[src/rtl/if_id_stage.sv]
// Instruction-fetch stage and IF/ID pipeline register: PC, fetch address, stall/redirect control.
// Optional macro IF_ID_DELAY_SLOT_EN keeps the delay-slot instruction on a taken branch instead of squashing it.
module if_id_stage #(
   parameter int                 WIDTH_I   = 32,
   parameter logic [WIDTH_I-1:0] RESET_PC  = '0,
   parameter logic [WIDTH_I-1:0] NOP_INSTR = '0
) (
   input  logic               clk,
   input  logic               rst_n,
   input  logic               stall,
   input  logic               branch_taken,
   input  logic [WIDTH_I-1:0] branch_target,
   input  logic [WIDTH_I-1:0] imem_rdata,
   output logic [WIDTH_I-1:0] imem_addr,
   output logic [WIDTH_I-1:0] instr_id,
   output logic [WIDTH_I-1:0] pc_plus4_id,
   output logic               valid_id
);

   logic [WIDTH_I-1:0] pc_q, pc_d;
   logic [WIDTH_I-1:0] instr_q, instr_d;
   logic [WIDTH_I-1:0] pc4_id_q, pc4_id_d;
   logic               valid_q, valid_d;
   logic [WIDTH_I-1:0] pc_plus4;
   logic               redir;

   assign pc_plus4 = pc_q + WIDTH_I'(4);
   // A stalled branch is ignored; decode re-presents it once the stall clears.
   assign redir    = branch_taken & ~stall;

   always_comb begin
      pc_d     = pc_q;
      instr_d  = instr_q;
      pc4_id_d = pc4_id_q;
      valid_d  = valid_q;
      if (!stall) begin
         pc4_id_d = pc_plus4;
         if (redir) begin
            pc_d = branch_target & ~WIDTH_I'(3);
`ifdef IF_ID_DELAY_SLOT_EN
            instr_d = imem_rdata;
            valid_d = 1'b1;
`else
            instr_d = NOP_INSTR;
            valid_d = 1'b0;
`endif
         end else begin
            pc_d    = pc_plus4;
            instr_d = imem_rdata;
            valid_d = 1'b1;
         end
      end
   end

   always_ff @(posedge clk or negedge rst_n) begin
      if (!rst_n) begin
         pc_q     <= RESET_PC;
         instr_q  <= NOP_INSTR;
         pc4_id_q <= '0;
         valid_q  <= 1'b0;
      end else begin
         pc_q     <= pc_d;
         instr_q  <= instr_d;
         pc4_id_q <= pc4_id_d;
         valid_q  <= valid_d;
      end
   end

   assign imem_addr   = pc_q;
   assign instr_id    = instr_q;
   assign pc_plus4_id = pc4_id_q;
   assign valid_id    = valid_q;

endmodule

[config.mk]
export PLATFORM = sky130hd
export DESIGN_NAME = if_id_stage
export DESIGN_NICKNAME = d
export VERILOG_FILES = /design/src/rtl/if_id_stage.sv
export SDC_FILE = /design/constraint.sdc
export NUM_CORES = 1
export LEC_CHECK = 0
export CORE_ASPECT_RATIO = 0.6
export CORE_MARGIN = 4
export CORE_UTILIZATION = 35
export DETAILED_ROUTE_END_ITERATION = 10
export PLACE_DENSITY = 0.76
export SLEW_MARGIN = 15
export SYNTH_ARGS = -nofsm -noshare
export SYNTH_HDL_FRONTEND = slang
export SYNTH_SLANG_ARGS = --single-unit
[constraint.sdc]
create_clock -name clk -period 2.2 [get_ports clk]
set_input_delay 0.44 -clock clk [delete_from_list [all_inputs] [get_ports clk]]
set_output_delay 0.44 -clock clk [all_outputs]
set_load 0.03 [all_outputs]
### After elaboration in Yosys (flattened, before gate mapping)

Index checks and enable logic that the tools add are counted.
W data, S select, Z words.

* bitwise operators: 2
* $add $sub $neg: 1
* mux-type cells: 3

Operators by type and width (count)
* $mux W32: 2
* $add A32 B3 Y32 const B: 1
* $and A1 B1 Y1: 1
* $mux W1: 1
* $not A1 Y1: 1

* word-level logic and storage cells: 10
* flip-flop bits (word level): 97
* input bits: 68
* output and inout bits: 97

### Depth between registers and ports, before layout

* depth in word-level cells: 3
* depth in mapped cells: 7
* mapped depth without buffers: 6

### Worst setup path before layout

Ideal clock, no wire load.

* path type: register -> register
* start: reg pc_q[18] (netlist: imem_addr[18])
* end: reg pc4_id_q[31] (netlist: pc_plus4_id[31])
* stages on the path, launching flop included: 7
* clock period less this slack: 2.078 ns
* arrival time: 2.009 ns
* path buffers: 1
* data required time: 2.131 ns
* library setup time: 0.069 ns
* path slack: 0.122 ns
* cells stage by stage: dfrtp_1 buf_2 nand4_1 nor4_1 nand3_1 or4_1 nand3_1

* longest elaborated chain between the ends: 1

RTL lines
* from (decl): RTL line 20 `logic [WIDTH_I-1:0] pc_q, pc_d;`
* from (signal assigned): RTL line 62 `pc_q <= pc_d;`
* $add A32 B3 Y32: RTL line 27 `assign pc_plus4 = pc_q + WIDTH_I'(4);`
* to (signal assigned): RTL line 64 `pc4_id_q <= pc4_id_d;`
* to (decl): RTL line 22 `logic [WIDTH_I-1:0] pc4_id_q, pc4_id_d;`

No other way between the ends.
A chain may end at the register's enable or synchronous reset.

### Worst setup path in the final report

* start: reg pc_q[12] (netlist: imem_addr[12])
* end: out imem_addr[12]

RTL lines
* to (decl): RTL line 14 `output logic [WIDTH_I-1:0] imem_addr,`

No word-level cell between the ends.

==> metrics.yaml <==
clock_tree:
  cts_setup_buffers: 0
  path_clk_slew_ns: 0.07
  cts_sinks: 93
  holdBufCountCts: 0
  clk_latency_ns: 0.34
  cts-resized-gates: 0
  cts_buffers: 9
  cts_htree_levels: 3
  cts-root-buf: "clkbuf_16"
  cts_buffer_depth: 2
  cts_tree: "yes"
setup_path:
  ff2ff_setup_slack_ns: 0.17
  r2r_start: "imem_addr[2]"
  start_kind: "flop"
  path_class: "reg -> out"
  critPathMaxFanout: 7
  cp-end-kind: "output pin"
  critical-path-max-stage-delay_ns: 0.76
  cp_slowest_cell: "clkdlybuf4s50_1"
  cp.buffers_inverters: 1
  crit_path_start: "imem_addr[12]"
  required_ns: 1.76
  path_cells: "clkdlybuf4s50_1"
  rr_endpoint: "imem_addr[14]"
  worst_ep_arrival_time_ns: 1.62
  cp_top_family: "buffers and inverters"
  r2r_cells: 6
floorplan:
  die_area_sq_um: 15080
  core-area_sq_um: 12850
  initial_core_util: 0.3575
  core.rowCount: 32
  die_w_um: 155.9
  ios: 165
  die_h_um: 96.75
timing:
  finClkSkew_ns: 0.01096
  fin_crit_ns: 2.056
  clock.fmax_ghz: 0.4863
  finalMaxSlewViolations: 0
  grt_setup_unrepaired: "no"
  setup_violations: 0
  hold_violations: 0
  setup-tns-final_ns: 0
  relSlewSlack: 0.5774
  worst_pin_slew_ns: 0.6326
  period_share: 0.9346
synth:
  netlist_area_sq_um: 4594
  synth_edf_count: 0
  postSynthCellCount: 469
  async_flop_share: 1.000
  yosysWarnings: 0
  syn_avg_cell_area_sq_um: 9.796
  synth_seq_area_share: 0.5065
  ys.flop_type: "dfrtp_1"
  ys_seq_elements: 93
  ys_types: 48
placement:
  gp_congestion: 0.9006
  place_area_sq_um: 6457
  place.port_buffers: 158
  dp_hpwl_mm: 10.33
layout:
  final_cell_mix: "155 x clkdlybuf4s50_1, 93 x dfrtp_1, 50 x nand2_1"
  num_antenna_cells: 0
  finish.instance_area_sq_um: 6770
  layout-drive-gt1-share: 0.1013
  final_common_cell: "clkdlybuf4s50_1"
  syn2layout_area_growth_pct: 47.36
  final_nets: 696
power:
  internal_power_mw: 3.637
  switching_share: 0.3342
  p_comb_frac: 0.312
  p_seq_frac: 0.395
  power_density_nw_per_um2: 806.8
  clkPwrFrac: 0.293
  p_leak_nw: 2.764
  p_sw_mw: 1.826
  ir_worst_vdd_mv: 0.4407
grt:
  overflow: 0
  busiest_layer: "met2"
  grtUsageMet1: 0.2526
  grt_max_degree: 102
  antenna_found_initial: 0
  grt_first_pass_wirelength_mm: 22.43
  grt_use_total: 0.1838
  grt_util_met3: 0.07331
  gr-usage-met2: 0.2789
  grt_pass1_vias: 4264
route:
  drt_wl_total_mm: 13.92
  vias_per_cell: 5.266
  drtIter0Drc: 298
  first_pass_iters: 5
  ant_nets: 0
  vias: 4223
  drc: 0
  routedWlPerCell_um: 17.36
run:
  drv_cap: 0
min_path:
  hold_path.class: "in -> async"
outcome:
  status: "finished, final reports clean"
-- power by group through the flow --
stage / registers (mW) / logic, mW / clock network (mW)
after floorplan: 2.58 / 0.500 / 0
after global placement: 2.16 / 1.68 / 0
after detailed placement: 2.18 / 1.71 / 0
after CTS: 2.15 / 1.72 / 1.65
after global routing: 2.19 / 1.82 / 1.72
final: 2.16 / 1.70 / 1.60
-- synth_stat cells (3+ instances only) --
master / count / area share
nor2_1: 26 / 0.021
xor2_1: 8 / 0.015
inv_1: 5 / 0.0041
dfrtp_1: 93 / 0.51
buf_1: 4 / 0.0033
xnor2_1: 18 / 0.034
nor3_1: 11 / 0.012
a22oi_1: 19 / 0.031
nand3b_1: 7 / 0.011
nor2b_1: 7 / 0.0095
mux2i_1: 4 / 0.0087
nor4_1: 5 / 0.0068
nor3b_1: 3 / 0.0049
clkbuf_2: 3 / 0.0033
or4_1: 7 / 0.011
o21ai_0: 43 / 0.047
buf_2: 4 / 0.0044
nand4_1: 13 / 0.018
and3_1: 7 / 0.0095
buf_4: 4 / 0.0065
a21oi_1: 6 / 0.0065
nand3_1: 22 / 0.024
clkbuf_1: 30 / 0.025
o311ai_0: 7 / 0.013
a22o_1: 33 / 0.063
nand2_1: 50 / 0.041
-- state kept, by name (all words and copies together), names as in the netlist --
register	flops
pc_plus4_id	30
valid_id	1
instr_id	32
imem_addr	30
-- kinds of logic after synthesis --
group	synth area share
buffers and inverters	0.04602
adder cells (fa/ha/maj)	0.002723
multiplexers	0.01362
AO/OA/AOI/OAI	0.1781
flip-flops	0.5065
other	0.0008162
AND/OR/NAND/NOR	0.2026
XOR/XNOR	0.04956
-- layer usage --
metal | wire length, um | part of all wire | vias up
met3 | 1338 | 0.096 | 8
met1 | 6309 | 0.45 | 2032
li1 | - | - | 2019
met4 | 63 | 0.0045 | 0
met5 | 0 | 0 | -
met2 | 6208 | 0.45 | 164
-- metrics by stage --
| step | worst slack [ns] | total power [mW] | hold slack, ns | utilization | instances |
|---|---|---|---|---|---|
| floorplan | 0.1223 | 3.075 | 0.1444 | - | 472 |
| global placement | 0.2832 | 3.848 | 0.4125 | 0.5024 | 786 |
| detailed placement | 0.1921 | 3.895 | 0.4244 | 0.5024 | 786 |
| CTS | 0.1411 | 5.527 | 0.05942 | 0.5268 | 802 |
| global route | 0.03024 | 5.731 | 0.08360 | 0.5268 | 802 |
| finish | 0.1438 | 5.462 | 0.04687 | 0.5268 | 802 |
-- how the worst max path moves through the flow --
stage	end	depth (start not counted)	slack, ns
finish	imem_addr[12]	1	0.14
global route	imem_addr[21]	5	0.03
CTS	imem_addr[12]	1	0.14
detailed placement	imem_addr[14]	6	0.19
global placement	pc_plus4_id[16]	6	0.28
floorplan	pc_plus4_id[31]	6	0.12
-- layout make-up --
| cell class | count | area [sq um] |
|---|---|---|
| Inverter | 5 | 18.77 |
| Clock inverter | 4 | 56.30 |
| Tap cell | 170 | 212.7 |
| Multi-Input combinational cell | 329 | 2069 |
| Timing Repair Buffer | 189 | 1829 |
| Sequential cell | 93 | 2327 |
| Fill cell | 1136 | 6082 |
| Clock buffer | 12 | 256.5 |
(Power assumes the default switching activity.)
